--- src/rtl/ann_pkg.sv ---
// ann_pkg: shared sizes, word/array types and loader state encoding for the neuron layer.
package ann_pkg;
  localparam int NEURON_SIZE = 4;
  localparam int WORD_SIZE = 16;
  localparam int IDX_W = NEURON_SIZE > 1 ? $clog2(NEURON_SIZE) : 1;
  localparam int LD_W = NEURON_SIZE > 1 ? $clog2(NEURON_SIZE * NEURON_SIZE) : 1;
  typedef logic [WORD_SIZE-1:0] word_t;
  typedef word_t [NEURON_SIZE-1:0] vec_t;
  typedef vec_t [NEURON_SIZE-1:0] mat_t;
  typedef enum logic [2:0] {IDLE, LOAD_W, LOAD_X, FIRE, CAPTURE, DRAIN} loader_state_t;
endpackage

--- src/rtl/layer_loader_result_serializer.sv ---
// result_serializer: latches the layer results once and streams them out one word per handshake.
module result_serializer
  import ann_pkg::*;
(
  input  logic  clk_i,
  input  logic  rst_n_i,
  input  logic  capture_i,
  input  logic  drain_i,
  input  vec_t  result_i,
  input  logic  m_ready_i,
  output word_t m_data_o,
  output logic  m_valid_o,
  output logic  m_last_o,
  output logic  done_o
);
  vec_t res_q, res_d;
  logic [IDX_W-1:0] k_q, k_d;
  always_comb begin
    m_valid_o = drain_i;
    m_last_o = drain_i && (k_q == IDX_W'(NEURON_SIZE - 1));
    m_data_o = drain_i ? res_q[k_q] : '0;
    done_o = m_last_o && m_ready_i;
    res_d = capture_i ? result_i : res_q;
    k_d = done_o ? '0 : (drain_i && m_ready_i) ? k_q + 1'b1 : k_q;
  end
  always_ff @(posedge clk_i) begin
    if (!rst_n_i) begin
      res_q <= '0;
      k_q <= '0;
    end else begin
      res_q <= res_d;
      k_q <= k_d;
    end
  end
endmodule

--- src/rtl/layer_loader.sv ---
// layer_loader: deserializes weights/inputs into the layer, runs a fixed enable window,
// then hands the captured results to the serializer.
module layer_loader
  import ann_pkg::*;
#(
  parameter int NEURON_LATENCY = 4
) (
  input  logic                   clk_i,
  input  logic                   rst_n_i,
  input  logic                   start_i,
  input  logic                   load_w_i,
  output logic                   busy_o,
  input  word_t                  s_data_i,
  input  logic                   s_valid_i,
  output logic                   s_ready_o,
  output logic [NEURON_SIZE-1:0] en_o,
  output mat_t                   weights_o,
  output mat_t                   x_o,
  input  vec_t                   result_i,
  output word_t                  m_data_o,
  output logic                   m_valid_o,
  input  logic                   m_ready_i,
  output logic                   m_last_o
);
  localparam int FW = NEURON_LATENCY > 1 ? $clog2(NEURON_LATENCY + 1) : 1;
  loader_state_t state_q, state_d;
  logic [LD_W-1:0] ld_cnt_q, ld_cnt_d;
  logic [FW-1:0] fire_cnt_q, fire_cnt_d;
  mat_t w_q, w_d;
  vec_t x_q, x_d;
  logic [IDX_W-1:0] row, col;
  logic done;
  always_comb begin
    state_d = state_q;
    ld_cnt_d = ld_cnt_q;
    fire_cnt_d = fire_cnt_q;
    w_d = w_q;
    x_d = x_q;
    row = IDX_W'(ld_cnt_q / LD_W'(NEURON_SIZE));
    col = IDX_W'(ld_cnt_q % LD_W'(NEURON_SIZE));
    busy_o = state_q != IDLE;
    s_ready_o = state_q == LOAD_W || state_q == LOAD_X;
    en_o = state_q == FIRE ? '1 : '0;
    case (state_q)
      IDLE: if (start_i) state_d = load_w_i ? LOAD_W : LOAD_X;
      LOAD_W: if (s_valid_i) begin
        w_d[row][col] = s_data_i;
        ld_cnt_d = ld_cnt_q == LD_W'(NEURON_SIZE * NEURON_SIZE - 1) ? '0 : ld_cnt_q + 1'b1;
        state_d = ld_cnt_q == LD_W'(NEURON_SIZE * NEURON_SIZE - 1) ? LOAD_X : LOAD_W;
      end
      LOAD_X: if (s_valid_i) begin
        x_d[col] = s_data_i;
        ld_cnt_d = ld_cnt_q == LD_W'(NEURON_SIZE - 1) ? '0 : ld_cnt_q + 1'b1;
        state_d = ld_cnt_q == LD_W'(NEURON_SIZE - 1) ? FIRE : LOAD_X;
      end
      FIRE: begin
        fire_cnt_d = fire_cnt_q == FW'(NEURON_LATENCY - 1) ? '0 : fire_cnt_q + 1'b1;
        state_d = fire_cnt_q == FW'(NEURON_LATENCY - 1) ? CAPTURE : FIRE;
      end
      CAPTURE: state_d = DRAIN;
      DRAIN: if (done) state_d = IDLE;
      default: state_d = IDLE;
    endcase
  end
  always_comb begin
    weights_o = w_q;
    for (int i = 0; i < NEURON_SIZE; i++) x_o[i] = x_q;
  end
  always_ff @(posedge clk_i) begin
    if (!rst_n_i) begin
      state_q <= IDLE;
      ld_cnt_q <= '0;
      fire_cnt_q <= '0;
      w_q <= '0;
      x_q <= '0;
    end else begin
      state_q <= state_d;
      ld_cnt_q <= ld_cnt_d;
      fire_cnt_q <= fire_cnt_d;
      w_q <= w_d;
      x_q <= x_d;
    end
  end
  result_serializer u_ser (
    .clk_i    (clk_i),
    .rst_n_i  (rst_n_i),
    .capture_i(state_q == CAPTURE),
    .drain_i  (state_q == DRAIN),
    .result_i (result_i),
    .m_ready_i(m_ready_i),
    .m_data_o (m_data_o),
    .m_valid_o(m_valid_o),
    .m_last_o (m_last_o),
    .done_o   (done)
  );
endmodule

--- config.mk ---
export PLATFORM = sky130hd
export DESIGN_NAME = layer_loader
export DESIGN_NICKNAME = d
export VERILOG_FILES = /design/src/rtl/ann_pkg.sv /design/src/rtl/layer_loader_result_serializer.sv /design/src/rtl/layer_loader.sv
export SDC_FILE = /design/constraint.sdc
export NUM_CORES = 1
export LEC_CHECK = 0
export ABC_AREA = 1
export BUFFER_PORTS_ARGS = -buffer_cell sky130_fd_sc_hd__clkbuf_2
export CAP_MARGIN = 25
export CORE_AREA = 10 10 236 238
export CTS_CLUSTER_DIAMETER = 40
export DETAILED_ROUTE_END_ITERATION = 8
export DIE_AREA = 0 0 246 248
export SETUP_SLACK_MARGIN = 0.2
export SLEW_MARGIN = 10
export SYNTH_ARGS = -nofsm -noshare
export SYNTH_HDL_FRONTEND = slang
export SYNTH_SLANG_ARGS = --single-unit
--- constraint.sdc ---
create_clock -name clk_i -period 1.7 [get_ports clk_i]
set_input_delay 0.255 -clock clk_i [delete_from_list [all_inputs] [get_ports clk_i]]
set_output_delay 0.255 -clock clk_i [all_outputs]
set_load 0.02 [all_outputs]
Word-level counts from Yosys, hierarchy flattened
Cells that the tools add are included.
Widths: inputs -> output; s select.
{"block": "word_totals", "ff_bits": 396, "input_bits": 86, "elab_cells": 89}
{"block": "classes", "add_sub_neg": 3, "magnitude_cmp": 5, "eq_ne": 13, "n_mux": 25, "bitwise_logic": 1, "n_reduce_logical": 14}
{"cell": "$bwmux 256", "count": 1}
{"cell": "$demux 64 s2", "count": 1}
{"cell": "$bwmux 64", "count": 1}
{"cell": "$mux 64", "count": 1}
{"cell": "$mux 16", "count": 3}
{"cell": "$bmux 16 s2", "count": 1}
{"cell": "$demux 16 s2", "count": 1}
{"cell": "$mux 4", "count": 5}
{"cell": "$mux 3", "count": 6}
{"cell": "$pmux 3 s6", "count": 1}
{"cell": "$eq 3x2->1 const B", "count": 3}
{"cell": "$lt 2x3->1 const B", "count": 3}
{"cell": "$ne 2x2->1 const B", "count": 4}
{"cell": "$pmux 4 s2", "count": 1}
{"cell": "$eq 3x3->1 const B", "count": 2}
{"cell": "$logic_and 1x1->1", "count": 5}
{"cell": "$add 4x1->4 const B", "count": 1}
{"cell": "$eq 4x2->1 const B", "count": 1}
{"cell": "$eq 4x4->1 const B", "count": 1}
{"cell": "$ge 2x1->1 const B", "count": 2}
{"cell": "$mux 2", "count": 2}
{"cell": "$reduce_and 2->1", "count": 2}
{"cell": "$reduce_and 4->1", "count": 1}
{"cell": "$add 3x1->3 const B", "count": 1}
{"cell": "other kinds (11)", "count": 11}

Depth between registers and ports, before layout
Gate-level depths: netlist of run 1.
{"block": "depth", "word_depth": 7, "ltp_mapped": 11}

By module
Synthesis of run 1 repeated with hierarchy kept, for this count alone.
{"block": "unflattened", "hier_cells": 2175, "hier_area_um2": 16693.5}
{"module": "layer_loader", "n_inst": 1, "cells_per_inst": 1754, "area_each_um2": 13723.2, "seq_area_each_um2": 6606.3}
{"module": "result_serializer", "n_inst": 1, "cells_per_inst": 421, "area_each_um2": 2970.3, "seq_area_each_um2": 1321.3}

Least setup slack after synthesis of run 1
No wires, ideal clock.
{"block": "synth_timing", "path_kind": "reg2out", "startpoint": "register u_ser.k_q[1]", "endpoint": "output port m_data_o[2]", "t_arrival_ns": 1.444, "required_ns": 1.445, "setup_slack_ns": 0.001, "stages_incl_launch_ff": 7, "path_buffers": 2, "cell_sequence": "dfxtp_1 clkbuf_1 inv_1 clkbuf_1 nor2_1 o21ai_0 a21oi_1"}
{"block": "synth_between", "elab_chain_len": 3}
{"element": "start, declared", "line_no": "layer_loader_result_serializer.sv:17", "rtl": "logic [IDX_W-1:0] k_q, k_d;"}
{"element": "start signal, assigned", "line_no": "layer_loader_result_serializer.sv:32", "rtl": "k_q <= k_d;"}
{"element": "$bmux 16 s2", "line_no": "layer_loader_result_serializer.sv:21", "rtl": "m_data_o = drain_i ? res_q[k_q] : '0;"}
{"element": "$mux 16 (not written as such)", "line_no": "layer_loader_result_serializer.sv:21"}
{"element": "$mux 16", "line_no": "layer_loader_result_serializer.sv:21"}
{"element": "end, declared", "line_no": "layer_loader.sv:20", "rtl": "output word_t m_data_o,"}
No other way between the ends. The select of a mux whose other input is x is not followed.

Worst setup path in the final report of run 1
{"block": "layout_timing", "startpoint": "register u_ser.k_q[0]", "endpoint": "output port m_data_o[2]"}
The elaborated chain is that of the path after synthesis.

==> results of run 1 <==
-- layout by cell type (no fill, tap or decap), types with 42 or more instances in the layout --
master	instances
buf_4	56
clkbuf_16	66
dlygate4sd3_1	66
o21ai_1	101
a21oi_1	62
dfxtp_1	370
nor2_1	641
clkbuf_2	582
nand2_1	84
buf_12	42
o21ai_0	216
-- power breakdown --
group	switching [mW]	total, mW	internal, mW	leakage [nW]
logic	2.31	3.91	1.60	6.52
registers	0.188	9.63	9.44	3.21
clock network	5.01	12.9	7.89	1.05
-- final timing paths --
check,endpoint
worst min-delay path,weights_o[0]
worst max-delay path,m_data_o[2]
worst max register to register,x_o[45]
worst min register to register,weights_o[240]
-- through the flow --
stage           util  setup TNS, ps
6_report       0.484          -8670
5_1_grt        0.484         -16590
4_1_cts        0.466          -9080
3_5_place_dp   0.376           -121
3_3_place_gp   0.376              0
2_1_floorplan      -              0
-- synth_stat cells (all sizes together) --
| library cell | number |
|---|---|
| inv | 59 |
| dfxtp | 396 |
| a21oi | 103 |
| o21ai | 356 |
| nand3b | 1 |
| nor3 | 2 |
| nor2 | 708 |
| clkinv | 3 |
| a211oi | 1 |
| nand2 | 117 |
| o211ai | 1 |
| ha | 6 |
| buf | 229 |
| xor2 | 2 |
| clkbuf | 116 |
| a22oi | 1 |
| nand3 | 65 |
-- worst min-delay path, delay by kind of cell --
| family | cells | cell delay, ps |
|---|---|---|
| AND/OR/NAND/NOR | 1 | 40 |
| AO/OA/AOI/OAI | 1 | 100 |
| buffers and inverters | 1 | 220 |
-- routing by layer --
| layer | share of wire | up-vias | GRT usage |
|---|---|---|---|
| met3 | 0.090 | 123 | 0.0574 |
| met1 | 0.40 | 8004 | 0.269 |
| met2 | 0.49 | 816 | 0.367 |
| met4 | 0.028 | 4 | 0.0719 |
| li1 | - | 7906 | - |
| met5 | 0.00043 | - | 0 |
-- logic make-up after synthesis --
family	count (synthesis)	share of synthesized area
flip-flops	396	0.485
AND/OR/NAND/NOR	893	0.219
XOR/XNOR	2	0.00107
adder cells (fa/ha/maj)	6	0.00460
AO/OA/AOI/OAI	462	0.142
buffers and inverters	407	0.148
-- layout make-up --
class                      instances  area share
sequential                       396       0.324
multi-input combinational       1368       0.289
timing repair buffer             836       0.248
clock buffer                      73      0.0670
tap                              680      0.0345
clock inverter                    42      0.0200
inverter                          62      0.0158
timing repair inverter             4     0.00183
-- registers in the layout, summed over array words and instances (netlist names) --
name,flops
x_o,64
state_q,3
fire_cnt_q,3
ld_cnt_q,4
u_ser.k_q,2
weights_o,256
u_ser.res_q,64
-- what timing repair did --
action | CTS | global route
pin swaps | 68 | 62
gates cloned | 19 | 6
setup buffers | 37 | 11
hold endpoints to repair | 66 | 0
hold buffers | 66 | 0
setup endpoints to repair | 559 | 642
gates resized for setup | 366 | 258
==> flow_summary.yaml, run 1 <==
die:
  dieHeight_um: 248
  coreArea_um2: 51000
  placementRows: 83
  initial_core_util: 0.320
  die_area_um2: 61000
  io_pins: 622
  chipWidth_um: 246
sta:
  rsz0062_at_grt: "yes"
  min_period_ps: 2150
  finalCritPeriodShare: 1.27
  slew_violations: 0
  clock_skew_ps: 30.3
  tightest_slew_ps: 578
  setup_ws_ps: -451
  finalHoldViolations: 0
  holdWs_ps: 56.3
  setup-violations-final: 40
  timing.fmax_mhz: 465
  slew_headroom: 0.615
route:
  ant_nets: 0
  routed_wl_um: 72500
  vias_per_cell: 4.87
  vias: 16853
  dr.first_iter.drc_count: 1200
  firstDrtPassIters: 5
  drc: 0
  post_drt_wl_per_cell_um: 21.0
clocking:
  path_clk_slew_ps: 60
  root_buffer: "clkbuf_16"
  htree_levels: 2
  clk_latency_ps: 620
  cts_buffers: 61
  clock-sinks: 396
  tritoncts: "built"
  clockBufferDepth: 3
finish:
  instances_no_fill: 3461
  stdcell_area_um2: 24700
  multi_input_area_um2: 7140
  fin_nets: 2821
  drive_gt1_frac: 0.419
  regArea_um2: 8000
  antenna_cells: 0
  final.fill_count: 4753
  area_delta_synth_final_pct: 51.1
critical_path:
  worstRegToRegCells: 11
  worst-path-stages: 8
  end_kind: "output pin"
  critPathLaunchType: "flip-flop"
  cp_max_fo: 5
  cp_num_buf_inv: 4
  worstSetupStartpoint: "u_ser.k_q[0]"
  required_ps: 1440
  cpMostUsedCell: "buf_12"
  crit_family: "buffers and inverters"
  slowest_stage: "dfxtp_4"
  arrival_ps: 1900
  path_class: "reg -> out"
  crit_chain: "buf_12, buf_12, nor2_2, nor2_1, o21ai_1, buf_4, a21oi_4, buf_8"
  reg2reg_slack_ps: -70
  worstReg2RegStart: "state_q[0]"
  slowest_delay_ps: 400
global_routing:
  grt-ovfl-total: 0
  grt_usage: 0.219
  grt_pass1_wl_um: 103000
  grt_pass1_vias: 16132
  antenna_found_initial: 3
  grt_max_degree: 68
run_status:
  violations: "setup timing"
  status: "complete, but fails checks"
synth:
  syn_area_per_cell_um2: 7.54
  syn-num-nets: 2258
  yosys_warnings: 0
  synth_top_area_share: 0.485
  synthTopCellsByArea: "dfxtp_1 (49%), nor2_1 (16%), o21ai_0 (10%)"
  yosysUniqueCellTypes: 32
  synthesis.area_um2: 16300
  synthCells: 2166
  synth_top_cell_by_area: "dfxtp_1"
  ys_ff_latch: 396
  ys_seq_area_frac: 0.485
min_path:
  min-delay-start: "rst_n_i"
  whs_path_depth: 3
  hold_class: "in -> reg"
placement:
  placedCellCount: 3207
  dpl.hpwl_um: 47200
  io_buffers: 621
  gp_congestion: 0.894
  post_dp_cell_area_um2: 19200
  pre_cts_ws_ps: -54.6
power:
  power.leakage_nw: 10.8
  ir_drop_mv: 0.777
  power_mw: 26.4
  power_density_nw_per_um2: 1070
flow_run:
  maxCapViolCount: 0
Note: power is estimated with default switching activity, not from simulation.
==> run 2, diff against run 1 <==
Settings changed: CORE_AREA 10 10 236 238 to 10 10 232 234, DIE_AREA 0 0 246 248 to 0 0 242 244.
==> run 2 against run 1 <==
  * The run still ends with setup timing left
  * Count of clock-buffer cells in the layout is 4 lower
  * Register-to-register slack worse by 50 ps
  * Die area is 3.2% lower
  * Cell count is 0.61% higher
  * Flip-flop and latch count stayed put
  * Sequential share of layout area is 2.5 points lower
  * Clock skew is 1.1 ps lower
  * Design area is 7.6% higher
  * Utilization is 5.3 points higher
  * Wire length is 5.6% higher
  * Global-route usage is 0.74 points higher
  * Critical path type unchanged
  * Critical endpoint is now m_data_o[3]
  * Largest power group unchanged
  * Highest routed layer is now met4
==> flow_summary.yaml, run 2 (same netlist as run 1, synthesis figures left out) <==
placement:
  dpl.hpwl_um: 47900
  io_buffers: 621
  pre_cts_ws_ps: -105
  post_dp_cell_area_um2: 19000
  gp_congestion: 0.905
  placedCellCount: 3190
sta:
  rsz0062_at_grt: "yes"
  slew_headroom: 0.354
  clock_skew_ps: 29.2
  min_period_ps: 2160
  slew_violations: 0
  finalHoldViolations: 0
  tightest_slew_ps: 970
  finalCritPeriodShare: 1.27
  timing.fmax_mhz: 463
  setup-violations-final: 257
  setup_ws_ps: -459
global_routing:
  grt_usage: 0.226
  grt_pass1_vias: 16524
  grt_pass1_wl_um: 105000
  grt-ovfl-total: 0
  antenna_found_initial: 1
  grt_max_degree: 65
die:
  dieHeight_um: 244
  placementRows: 82
  chipWidth_um: 242
  io_pins: 622
  die_area_um2: 59000
  initial_core_util: 0.330
  coreArea_um2: 49500
finish:
  antenna_cells: 0
  instances_no_fill: 3482
  final_common_cell: "clkbuf_2"
  fin_nets: 2853
  layout_common_cells: "clkbuf_2 (592), nor2_1 (553), dfxtp_1 (386)"
  stdcell_area_um2: 26600
  drive_gt1_frac: 0.517
  area_delta_synth_final_pct: 62.7
  largest_reg_flops: 256
  fin_util: 0.537
clocking:
  htree_levels: 2
  clockBufferDepth: 3
  clk_latency_ps: 630
  path_clk_slew_ps: 50
  clock-sinks: 396
  root_buffer: "clkbuf_16"
  tritoncts: "built"
  cts_buffers: 60
flow_run:
  maxCapViolCount: 0
power:
  p_sw_mw: 7.74
  pwr-share-seq: 0.362
  p_comb_frac: 0.161
  power_mw: 26.7
  ir_drop_mv: 0.993
  switching_share: 0.290
  power_density_nw_per_um2: 1000
  power.leakage_nw: 11.4
  internal_power_mw: 18.9
  clkPwrFrac: 0.478
critical_path:
  path_class: "reg -> out"
  arrival_ps: 1900
  end_kind: "output pin"
  reg2reg_slack_ps: -120
  required_ps: 1440
  cp_max_fo: 32
  critPathLaunchType: "flip-flop"
  worstRegToRegCells: 13
route:
  vias: 17519
  drc: 0
  ant_nets: 0
  dr.first_iter.drc_count: 1220
  vias_per_cell: 5.03
  routed_wl_um: 76600
  firstDrtPassIters: 7
  post_drt_wl_per_cell_um: 22.0
min_path:
  whs_path_depth: 3
  hold_class: "in -> reg"
run_status:
  status: "complete, but fails checks"
  violations: "setup timing"
-- run 2: cell count changes in the layout (fill, tap and decap cells not counted), sizes merged --
cell and delta:
clkbuf +2, nand2 +12, bufinv +1, clkinvlp +1
dlygate4sd3 +1, clkinv +14, buf +4, inv -6
-- run 2: final timing paths --
path / from / endpoint
setup / recovery: u_ser.k_q[0] / m_data_o[3]
hold / removal: s_data_i[6] / weights_o[86]
setup reg to reg: state_q[0] / weights_o[200]
hold reg to reg: weights_o[240] / weights_o[240]
-- run 2: area by class of cell --
cell class,count,area (um2)
sequential,396,7950
timing repair buffer,847,6310
timing repair inverter,14,240
clock buffer,69,1600
tap,672,841
inverter,62,435
clock inverter,42,500
fill,4359,22900
multi-input combinational,1380,8700
-- run 2: routing by layer --
layer  vias to the layer above  routed length, um  track usage
met5                         -                  0            0
met4                         0               2160       0.0747
met3                       136               6810       0.0561
met2                       903              37100        0.373
met1                      8437              30500        0.286
li1                       8043                  -            -
-- run 2: power by group through the flow --
stage               Clock [mW]  Combinational (mW)  Sequential, mW
floorplan                    0                1.42            9.91
global placement             0                2.41            9.81
detailed placement           0                2.43            9.82
CTS                       12.8                3.31            9.62
global route              13.2                4.50            9.66
finish                    12.7                4.28            9.65
-- run 2: through the flow --
| step | hold WS (ps) | setup TNS (ps) |
|---|---|---|
| after global routing | 41.7 | -45660 |
| after floorplan | 390 | 0 |
| after detailed placement | 433 | -2400 |
| after CTS | 23.8 | -14400 |
| final | 76.9 | -17230 |
| after global placement | 432 | -94.0 |
-- run 2: critical path, stage by stage, from the launching register on --
cell and delay, ps:
dfxtp_4 390, inv_1 80, buf_12 170, o21ai_1 330, a21oi_2 120, buf_4 180
-- run 2: what timing repair did --
action,CTS,global route
hold buffers,67,0
pin swaps,30,162
hold endpoints to repair,71,0
gates cloned,29,26
setup endpoints to repair,584,673
resized for setup,356,779
setup buffers,32,27
==> run 3, diff against run 2 <==
Settings changed: ABC_AREA 1 to default, CORE_AREA 10 10 232 234 to 10 10 233 235, DIE_AREA 0 0 242 244 to 0 0 243 245.
==> run 3 against run 2 <==
  * Synthesized cell count is 19% lower
  * Count of clock-buffer cells in the layout up 10
  * Flip-flop and latch count did not move
  * Wire length fell by 5.5%
  * Die area is 0.82% higher
  * Largest cell class unchanged
  * Cell count shrank 12%
  * Non-clock buffer count decreased by 14
  * The flow still finishes with violations (setup timing)
  * Worst setup slack lost 98 ps
  * Maximum frequency is 4.3% lower
  * Via count down 16%
  * Sequential share of layout area rose by 1.1 points
==> flow_summary.yaml, run 3 <==
global_routing:
  grt_use_met1: 0.230
  antenna_found_initial: 2
  grt_pass1_wl_um: 97900
  grt_usage: 0.216
  grt-ovfl-total: 0
  grt_pass1_vias: 14762
  busiest_layer: "met2"
  grt_max_degree: 113
  grt_use_met3: 0.0836
  gr-usage-met2: 0.371
synth:
  synth_edf_count: 0
  synthesis.area_um2: 17500
  synth_most_common_cell: "dfxtp_1"
  synth_top_cell_by_area: "dfxtp_1"
  ys_seq_area_frac: 0.454
  yosysUniqueCellTypes: 43
  syn_area_per_cell_um2: 9.91
  synthTopCellsByArea: "dfxtp_1 (45%), mux2i_1 (15%), nor2b_1 (9.3%)"
  synthCells: 1763
  ys.flop_type: "dfxtp_1"
  yosys_warnings: 0
  async_flop_share: 0
  ys_top_cells_by_count: "dfxtp_1 (396), nand2_1 (273), nor2b_1 (260)"
  synth_top_area_share: 0.454
  ys_ff_latch: 396
  syn-num-nets: 1855
critical_path:
  crit_chain: "buf_12, mux4_2, and2_4, buf_6"
  arrival_ps: 2000
  cp_max_fo: 7
  critPathLaunchType: "flip-flop"
  required_ps: 1440
  end_kind: "output pin"
  path_class: "reg -> out"
  slowest_stage: "mux4_2"
  slowest_delay_ps: 540
power:
  power.leakage_nw: 12.9
  ir_drop_mv: 0.695
  power_mw: 26.7
  power_density_nw_per_um2: 1030
finish:
  area_delta_synth_final_pct: 47.8
  final_common_cell: "clkbuf_2"
  drive_gt1_frac: 0.471
  layout_common_cells: "clkbuf_2 (579), dfxtp_1 (360), nor2b_1 (260)"
  stdcell_area_um2: 25800
  fin_nets: 2426
  final.fill_count: 4331
  largest_reg_flops: 256
  instances_no_fill: 3056
die:
  initial_core_util: 0.352
  placementRows: 82
  chipWidth_um: 243
  dieHeight_um: 245
  coreArea_um2: 49700
  die_area_um2: 59500
  io_pins: 622
sta:
  finalCritPeriodShare: 1.33
  slew_headroom: 0.502
  min_period_ps: 2260
  setup-violations-final: 373
  slew_violations: 0
  clock_skew_ps: 20.3
  rsz0062_at_grt: "yes"
  tightest_slew_ps: 747
  setup_ws_ps: -556
  timing.fmax_mhz: 443
  finalHoldViolations: 0
route:
  vias: 14673
  dr.first_iter.drc_count: 815
  routed_wl_um: 72400
  drc: 0
  vias_per_cell: 4.80
  firstDrtPassIters: 5
  ant_nets: 0
  post_drt_wl_per_cell_um: 23.7
run_status:
  status: "complete, but fails checks"
  violations: "setup timing"
clocking:
  htree_levels: 3
  clk_latency_ps: 600
  tritoncts: "built"
  clock-sinks: 396
  clockBufferDepth: 3
  root_buffer: "clkbuf_16"
  path_clk_slew_ps: 50
  cts_buffers: 68
placement:
  io_buffers: 621
  post_dp_cell_area_um2: 20200
  placedCellCount: 2785
  dpl.hpwl_um: 45300
  pre_cts_ws_ps: -104
  gp_congestion: 0.841
flow_run:
  maxCapViolCount: 0
min_path:
  hold_class: "in -> reg"
run 3: timing repair:
item | in CTS | in global routing
resized for setup | 125 | 451
cloned | 12 | 14
setup endpoints to repair | 591 | 614
hold endpoints to repair | 67 | 0
hold buffers | 66 | 0
pin swaps | 10 | 143
buffers inserted | 39 | 20
run 3: stage by stage:
stage	utilization	hold WS [ps]	setup TNS [ps]
after detailed placement	0.408	426	-2010
final	0.520	76.3	-67270
after floorplan	-	390	0
after CTS	0.489	52.1	-53790
after global placement	0.408	414	-96.9
after global routing	0.520	79.4	-89630
run 3: layer usage:
metal / share of wire / wire (um) / up-vias
li1: - / - / 6746
met1: 0.37 / 27000 / 7086
met2: 0.49 / 35300 / 667
met3: 0.089 / 6430 / 174
met4: 0.051 / 3690 / 0
met5: 0 / 0 / -
run 3: cell families (layout without fill, tap and decap cells):
family / after synthesis / in the layout / synth area share
compound gates: 151 / 151 / 0.0644
xor+xnor: 2 / 2 / 0.00100
fa+ha+maj: 6 / 6 / 0.00430
buf+inv: 339 / 958 / 0.123
flops: 396 / 396 / 0.454
mux: 272 / 272 / 0.167
other cells: 0 / 1 / 0
simple gates: 597 / 598 / 0.187
run 3: power by group:
part | total, mW | internal, mW | leakage, nW | switching [mW]
registers | 9.54 | 9.40 | 3.21 | 0.138
logic | 2.95 | 1.34 | 8.54 | 1.61
clock network | 14.2 | 9.00 | 1.15 | 5.19
run 3: final timing paths:
check                     start             to  slack, ps  cells after the start
setup reg to reg     state_q[1]  weights_o[18]       -330                     12
hold / removal          rst_n_i  fire_cnt_q[2]         80                      3
setup / recovery   u_ser.k_q[0]    m_data_o[4]       -560                      4
hold reg to reg   fire_cnt_q[2]  fire_cnt_q[2]        430                      2
run 3: critical path, delay by kind of cell (launching register included):
family / cells / cell delay (ps)
muxes: 1 / 540
DFF: 1 / 400
and+or+nand+nor: 1 / 180
buffers and inverters: 2 / 280
run 3: layout make-up:
type | count | area (um2) | share of cell area
diodes | 1 | 2.50 | 0.0000969
clock buffers | 79 | 1800 | 0.0698
clock inverters | 40 | 588 | 0.0228
inverters | 6 | 28.8 | 0.00111
multi-input cells | 1029 | 8290 | 0.321
flip-flops and latches | 396 | 8010 | 0.310
well taps | 672 | 841 | 0.0325
repair buffers | 833 | 6270 | 0.243
